`config.mk`:
```
export PLATFORM = sky130hd
export DESIGN_NAME = pwm_value_filter
export DESIGN_NICKNAME = d
export VERILOG_FILES = /design/src/rtl/pwm_pkg.sv /design/src/rtl/pwm_avg_window.sv /design/src/rtl/pwm_value_filter.sv
export SDC_FILE = /design/constraint.sdc
export NUM_CORES = 1
export LEC_CHECK = 0
export BUFFER_PORTS_ARGS = -buffer_cell sky130_fd_sc_hd__buf_4
export CAP_MARGIN = 10
export CORE_MARGIN = 2
export CORE_UTILIZATION = 54
export DETAILED_ROUTE_END_ITERATION = 12
export GPL_TIMING_DRIVEN = 0
export HOLD_SLACK_MARGIN = 0.06
export PLACE_DENSITY = 0.76
export SYNTH_ARGS = -nofsm -noshare
export SYNTH_HDL_FRONTEND = slang
export SYNTH_SLANG_ARGS = --single-unit
```
`constraint.sdc`:
```
create_clock -name i_clk -period 6.09 [get_ports i_clk]
set_input_delay 1.218 -clock i_clk [delete_from_list [all_inputs] [get_ports i_clk]]
set_output_delay 1.218 -clock i_clk [all_outputs]
set_load 0.005 [all_outputs]
```
`src/rtl/pwm_pkg.sv`:
```
// Shared types and constants for the PWM decode/filter channel.
package pwm_pkg;

  localparam int PWM_VALUE_W = 32;

  typedef enum logic [1:0] {
    PWMF_IDLE    = 2'd0,
    PWMF_ACQUIRE = 2'd1,
    PWMF_TRACK   = 2'd2,
    PWMF_LOST    = 2'd3
  } pwmf_state_t;

  function automatic logic pwm_in_range(input logic [PWM_VALUE_W-1:0] value,
                                        input logic [PWM_VALUE_W-1:0] lo,
                                        input logic [PWM_VALUE_W-1:0] hi);
    return (value >= lo) && (value <= hi);
  endfunction

endpackage

```
`src/rtl/pwm_avg_window.sv`:
```
// N-entry ring buffer with a running sum; sum_next is the window total once the
// current push commits, full says whether the window holds N samples after it.
module pwm_avg_window #(
  parameter int VALUE_W  = 32,
  parameter int AVG_LOG2 = 2
) (
  input  logic                        clk,
  input  logic                        reset,
  input  logic                        push,
  input  logic                        flush,
  input  logic [VALUE_W-1:0]          value,
  output logic [VALUE_W+AVG_LOG2-1:0] sum_next,
  output logic                        full
);

  localparam int N     = 1 << AVG_LOG2;
  localparam int SUM_W = VALUE_W + AVG_LOG2;
  localparam int PTR_W = (AVG_LOG2 > 0) ? AVG_LOG2 : 1;
  localparam int FILL_W = AVG_LOG2 + 1;

  logic [VALUE_W-1:0] ram [N];
  logic [PTR_W-1:0]   wr_ptr;
  logic [FILL_W-1:0]  fill, fill_next;
  logic [SUM_W-1:0]   sum;
  logic [VALUE_W-1:0] oldest;
  logic               full_q;

  // A flush restarts the window with the incoming sample as its only member,
  // so neither the old sum nor the slot being overwritten contributes.
  always_comb begin
    // NOTE: every combinational output gets a default first so no path infers a latch.
    full_q    = (fill == FILL_W'(N));
    oldest    = (full_q && !flush) ? ram[wr_ptr] : '0;
    sum_next  = (flush ? '0 : sum) + SUM_W'(value) - SUM_W'(oldest);
    fill_next = flush ? FILL_W'(1) : (full_q ? fill : fill + 1'b1);
    full      = push ? (fill_next == FILL_W'(N)) : full_q;
  end

  always_ff @(posedge clk or posedge reset) begin
    if (reset) begin
      // NOTE: state registers use non-blocking assignments so every flop samples pre-edge values.
      wr_ptr <= '0;
      fill   <= '0;
      sum    <= '0;
    end else if (push) begin
      wr_ptr <= (wr_ptr == PTR_W'(N - 1)) ? '0 : wr_ptr + 1'b1;
      fill   <= fill_next;
      sum    <= sum_next;
    end
  end

  // NOTE: the sample store has no reset; fill gates every read until a slot is written.
  always_ff @(posedge clk) begin
    if (push) ram[wr_ptr] <= value;
  end

endmodule

```
`src/rtl/pwm_value_filter.sv`:
```
// Range-checks, averages and loss-detects decoded PWM widths for one channel.
// Define PWM_FILTER_STATS_EN to add saturating reject / LOST-entry counters.
module pwm_value_filter
  import pwm_pkg::*;
#(
  parameter int                   VALUE_W        = PWM_VALUE_W,
  parameter int                   AVG_LOG2       = 2,
  parameter int unsigned          MIN_VALUE      = 1000,
  parameter int unsigned          MAX_VALUE      = 2000,
  parameter int unsigned          TIMEOUT_CYCLES = 100000,
  parameter int unsigned          REJECT_LIMIT   = 3,
  parameter logic [VALUE_W-1:0]   SAFE_VALUE     = '0
) (
  input  logic               i_clk,
  input  logic               i_reset,
  input  logic               i_pwm_ready,
  input  logic [VALUE_W-1:0] i_pwm_value,
  output logic               o_valid,
  output logic [VALUE_W-1:0] o_value,
  output logic               o_range_err,
  output logic               o_lost,
  output logic [1:0]         o_state
`ifdef PWM_FILTER_STATS_EN
  ,
  output logic [15:0]        o_reject_cnt,
  output logic [15:0]        o_lost_cnt
`endif
);

  localparam int SUM_W = VALUE_W + AVG_LOG2;
  localparam int TW    = $clog2(TIMEOUT_CYCLES);
  localparam int RW    = $clog2(REJECT_LIMIT + 1);

  pwmf_state_t        state;
  logic [TW-1:0]      tmo_ctr;
  logic [RW-1:0]      rej_ctr;
  logic               accept, reject, tmo_term, rej_term, enter_lost, win_full;
  logic [SUM_W-1:0]   sum_next;
  logic [VALUE_W-1:0] avg;

  always_comb begin
    accept     = i_pwm_ready &&  pwm_in_range(PWM_VALUE_W'(i_pwm_value), MIN_VALUE, MAX_VALUE);
    reject     = i_pwm_ready && !accept;
    tmo_term   = (tmo_ctr == TW'(TIMEOUT_CYCLES - 1));
    rej_term   = reject && (rej_ctr == RW'(REJECT_LIMIT - 1));
    // An accepted sample always beats a timeout landing on the same edge.
    enter_lost = !accept && (state != PWMF_LOST) &&
                 (tmo_term || (rej_term && (state inside {PWMF_ACQUIRE, PWMF_TRACK})));
    avg        = sum_next[SUM_W-1:AVG_LOG2];
  end

  pwm_avg_window #(
    .VALUE_W (VALUE_W),
    .AVG_LOG2(AVG_LOG2)
  ) u_window (
    .clk     (i_clk),
    .reset   (i_reset),
    .push    (accept),
    .flush   (accept && (state == PWMF_LOST)),
    .value   (i_pwm_value),
    .sum_next(sum_next),
    .full    (win_full)
  );

  always_ff @(posedge i_clk or posedge i_reset) begin
    if (i_reset) begin
      state       <= PWMF_IDLE;
      o_valid     <= 1'b0;
      o_value     <= SAFE_VALUE;
      o_range_err <= 1'b0;
      o_lost      <= 1'b0;
      tmo_ctr     <= '0;
      rej_ctr     <= '0;
    end else begin
      o_valid     <= 1'b0;
      o_range_err <= reject;

      if (accept)         tmo_ctr <= '0;
      else if (!tmo_term) tmo_ctr <= tmo_ctr + 1'b1;

      if (accept) rej_ctr <= '0;
      else if (reject && rej_ctr != RW'(REJECT_LIMIT)) rej_ctr <= rej_ctr + 1'b1;

      if (accept) begin
        o_lost <= 1'b0;
        if (win_full) begin
          state   <= PWMF_TRACK;
          o_valid <= 1'b1;
          o_value <= avg;
        end else begin
          state   <= PWMF_ACQUIRE;
          o_value <= SAFE_VALUE;
        end
      end else if (enter_lost) begin
        state   <= PWMF_LOST;
        o_lost  <= 1'b1;
        o_value <= SAFE_VALUE;
      end
    end
  end

  assign o_state = state;

`ifdef PWM_FILTER_STATS_EN
  always_ff @(posedge i_clk or posedge i_reset) begin
    if (i_reset) begin
      o_reject_cnt <= '0;
      o_lost_cnt   <= '0;
    end else begin
      if (reject && o_reject_cnt != 16'hFFFF)   o_reject_cnt <= o_reject_cnt + 1'b1;
      if (enter_lost && o_lost_cnt != 16'hFFFF) o_lost_cnt   <= o_lost_cnt + 1'b1;
    end
  end
`endif

endmodule

```
==> summary.txt <==
Most frequent cells in the layout - edfxtp_1, nand2_1, dfrtp_1
Drt wl/cell - 19.4 µm
Register area share after synthesis - 53.0%
HP Class - register to register
CP endpoint kind - register
Commonest non-fill, non-tap cell in the layout - edfxtp_1
Slew @ Worst Pin - 0.913 ns
Cells along the critical path - buf_4, or4_1, a21oi_1, or3_1, and3_4, and2_1, buf_6, a21oi_2, buf_2, and2_1, fa_1, inv_1, fa_1, a211oi_2, o21bai_1, a21oi_2, o31ai_1, a31oi_1, a31o_2, o21ai_1, xor2_1, mux2_2
Post-CTS setup buffer count - 0
Port Buf Inserts - 71
Clk_skew - 0.0140 ns
Crit-path slowest cell - or4_1
Largest net degree at the start of global routing - 53
Pwr Total - 3310 µW
GP Congestion - 0.862
Worst EP arrival - 6.22 ns
DR vias/cell - 5.72
Final setup fails - 0
Root buffer cell - clkbuf_16
Maximum clock insertion buffer count - 3
Worst-Skew Late Latency - 0.51 ns
Non-Filler Instances - 1348
Die ar. - 23000 µm²
Post-synth net total - 1072
Worst Path Class, Setup - primary input to register
Fmax - 171 MHz
Reg2reg start - u_window.wr_ptr[0]$_DFFE_PP0P_
Initial antenna violation count - 0
DRC - 0
Cell family with most CP delay - compound AO/OA/AOI/OAI gates
WP buf/inv - 4
Ant diodes - 0
Share of synthesized flip-flops with an asynchronous set or reset - 42.6%
Via count - 7713
Worst EP required - 6.47 ns
Drt pass-1 iters - 5
Core Area - 21200 µm²
Post-synth EDFFs - 128
Design Area, Final - 13400 µm²
CP max FO - 10
Post-route ant nets - 0
First-iteration detailed-routing DRC count - 668
Worst-path clk slew - 0.06 ns
Chip width - 151 µm
Unrepaired setup endpoints after global routing - false
Placed instance area - 12700 µm²
Kind of start point of the critical path - primary input
Hold_sp - u_window.sum[10]$_DFFE_PP0P_
H-tree depth - 1
Area growth from synthesis to layout - 14.4%
Status - completed
Worst Hold Depth - 2
Primary FF master, synth - edfxtp_1
Fin crit period - 5.84 ns
Leak - 0.00583 µW
Final Slew Violations - 0
Overall Global Routing Usage - 23.3%
Overflow left after global routing - 0
R2r endpoint - u_window.sum[26]$_DFFE_PP0P_
Hold WS - 0.472 ns
R2R depth - 16
FF+latch count, synth - 223
Chip Height - 151 µm
Cell Area, Synth - 11700 µm²
Worst path max stage delay - 0.52 ns
Final #Nets - 1169
First-pass GRT wire length - 41000 µm
Part of the cycle the worst path needs - 95.8%
Initial Utilization - 55.5%
Placed cells - 1308
Pwr dens - 246 nW/µm²
Row cnt - 53
Top Ports - 72
Num CTS Buffers - 23
Max_cap viols - 0
Hold path endpoint - u_window.sum[10]$_DFFE_PP0P_
Maximum vdd drop - 133 µV
Post-DP HPWL - 18900 µm
Layout cells sized above 1 - 19.4%
Avg Cell Area, Syn - 12.2 µm²
Synthesized netlist cell count - 961
R2R setup slack - 0.72 ns
Slew headroom - 39.2%
# clock sinks - 223
Routed wire length - 26200 µm
Vias in the first global route - 7688
CTS tree - done
Post-synth cell types - 61
Fin. Hold Viols - 0
YS warnings - 0
flip-flops by register name (all words and copies together), names as in the netlist:
| signal | count |
|---|---|
| tmo_ctr | 17 |
| o_range_err | 1 |
| o_lost | 1 |
| o_state | 2 |
| o_value | 32 |
| o_valid | 1 |
| u_window.sum | 34 |
| rej_ctr | 2 |
| u_window.fill | 3 |
| u_window.ram | 128 |
| u_window.wr_ptr | 2 |
worst max path at each step:
stage                     slack (ns)             from  cells past startpoint                            to
final                           0.25   i_pwm_value[1]                     22  u_window.sum[26]$_DFFE_PP0P_
after global routing            0.06   i_pwm_value[1]                     22  u_window.sum[26]$_DFFE_PP0P_
after CTS                       0.03  i_pwm_value[23]                     22  u_window.sum[26]$_DFFE_PP0P_
after detailed placement       -0.94  i_pwm_value[23]                     22  u_window.sum[26]$_DFFE_PP0P_
after global placement         -0.88  i_pwm_value[23]                     22  u_window.sum[26]$_DFFE_PP0P_
after floorplan                 0.56   i_pwm_value[1]                     21  u_window.sum[26]$_DFFE_PP0P_
power by group:
part,internal (µW),switching (µW)
Combinational,130,213
Clock,784,572
Sequential,1610,6.79
final cells by class:
class	count	area, µm²
Clock inverter	8	77.6
Clock buffer	32	644
Fill cell	1623	7710
Multi-Input combinational cell	612	5080
Inverter	90	340
Buffer	36	179
Sequential cell	223	6220
Timing Repair Buffer	72	561
Tap cell	275	344
synth_stat cells (3+ instances only):
| library cell | instances | area (µm²) |
|---|---|---|
| and2_1 | 39 | 244 |
| nor2_1 | 51 | 191 |
| dfrtp_1 | 95 | 2380 |
| fa_1 | 32 | 641 |
| o21bai_1 | 3 | 22.5 |
| xnor2_1 | 27 | 236 |
| a211oi_2 | 3 | 37.5 |
| or3_1 | 8 | 50.1 |
| nand4_1 | 13 | 81.3 |
| nand3_1 | 21 | 105 |
| xor2_1 | 18 | 158 |
| and3_1 | 10 | 62.6 |
| o21ai_0 | 23 | 115 |
| a21o_1 | 25 | 188 |
| o21ai_1 | 3 | 15.0 |
| buf_4 | 3 | 22.5 |
| mux2_2 | 17 | 191 |
| a21oi_1 | 39 | 195 |
| edfxtp_1 | 128 | 3840 |
| a22o_1 | 32 | 280 |
| nor3_1 | 9 | 45.0 |
| clkbuf_1 | 17 | 63.8 |
| a211oi_1 | 3 | 22.5 |
| a31oi_1 | 7 | 43.8 |
| nor2b_1 | 6 | 37.5 |
| nand2_1 | 102 | 383 |
| buf_2 | 13 | 65.1 |
| ha_1 | 44 | 551 |
| inv_1 | 90 | 338 |
| nor4_1 | 5 | 31.3 |
| nand2b_1 | 4 | 25.0 |
| mux4_2 | 32 | 721 |
repair_timing:
item | 4_1_cts | 5_1_grt
endpoints found under the setup margin | 24 | 21
hold buffers | 0 | 0
pin swaps | 0 | 1
gates cloned | 0 | 0
resized for setup | 4 | 11
per-layer routing:
layer / track usage, % / part of all wire (%)
met5: 0 / 0
met4: 6.44 / 2.2
met3: 3.56 / 5.8
met2: 36.4 / 46
met1: 34.3 / 46
stage by stage:
step	TNS [ns]	utilization, %	worst slack, ns
after floorplan	0	-	0.560
after global placement	-20.56	59.7	-0.881
after detailed placement	-24.10	59.8	-0.940
after CTS	0	63.4	0.0320
after global routing	0	63.5	0.0561
final	0	63.5	0.253
tightest hold or removal path, stage by stage (launching register included):
cell and delay [ns]:
dfrtp_1 0.34, nand2_1 0.05, nand2_1 0.05
kinds of logic after synthesis:
kind of cell | synth area share [%]
flip-flops | 53.0
adder cells (fa/ha/maj) | 10.1
multiplexers | 7.85
AO/OA/AOI/OAI | 9.46
XOR/XNOR | 3.36
buffers and inverters | 4.39
AND/OR/NAND/NOR | 11.9
No activity file was read; power rests on OpenSTA's default activity.
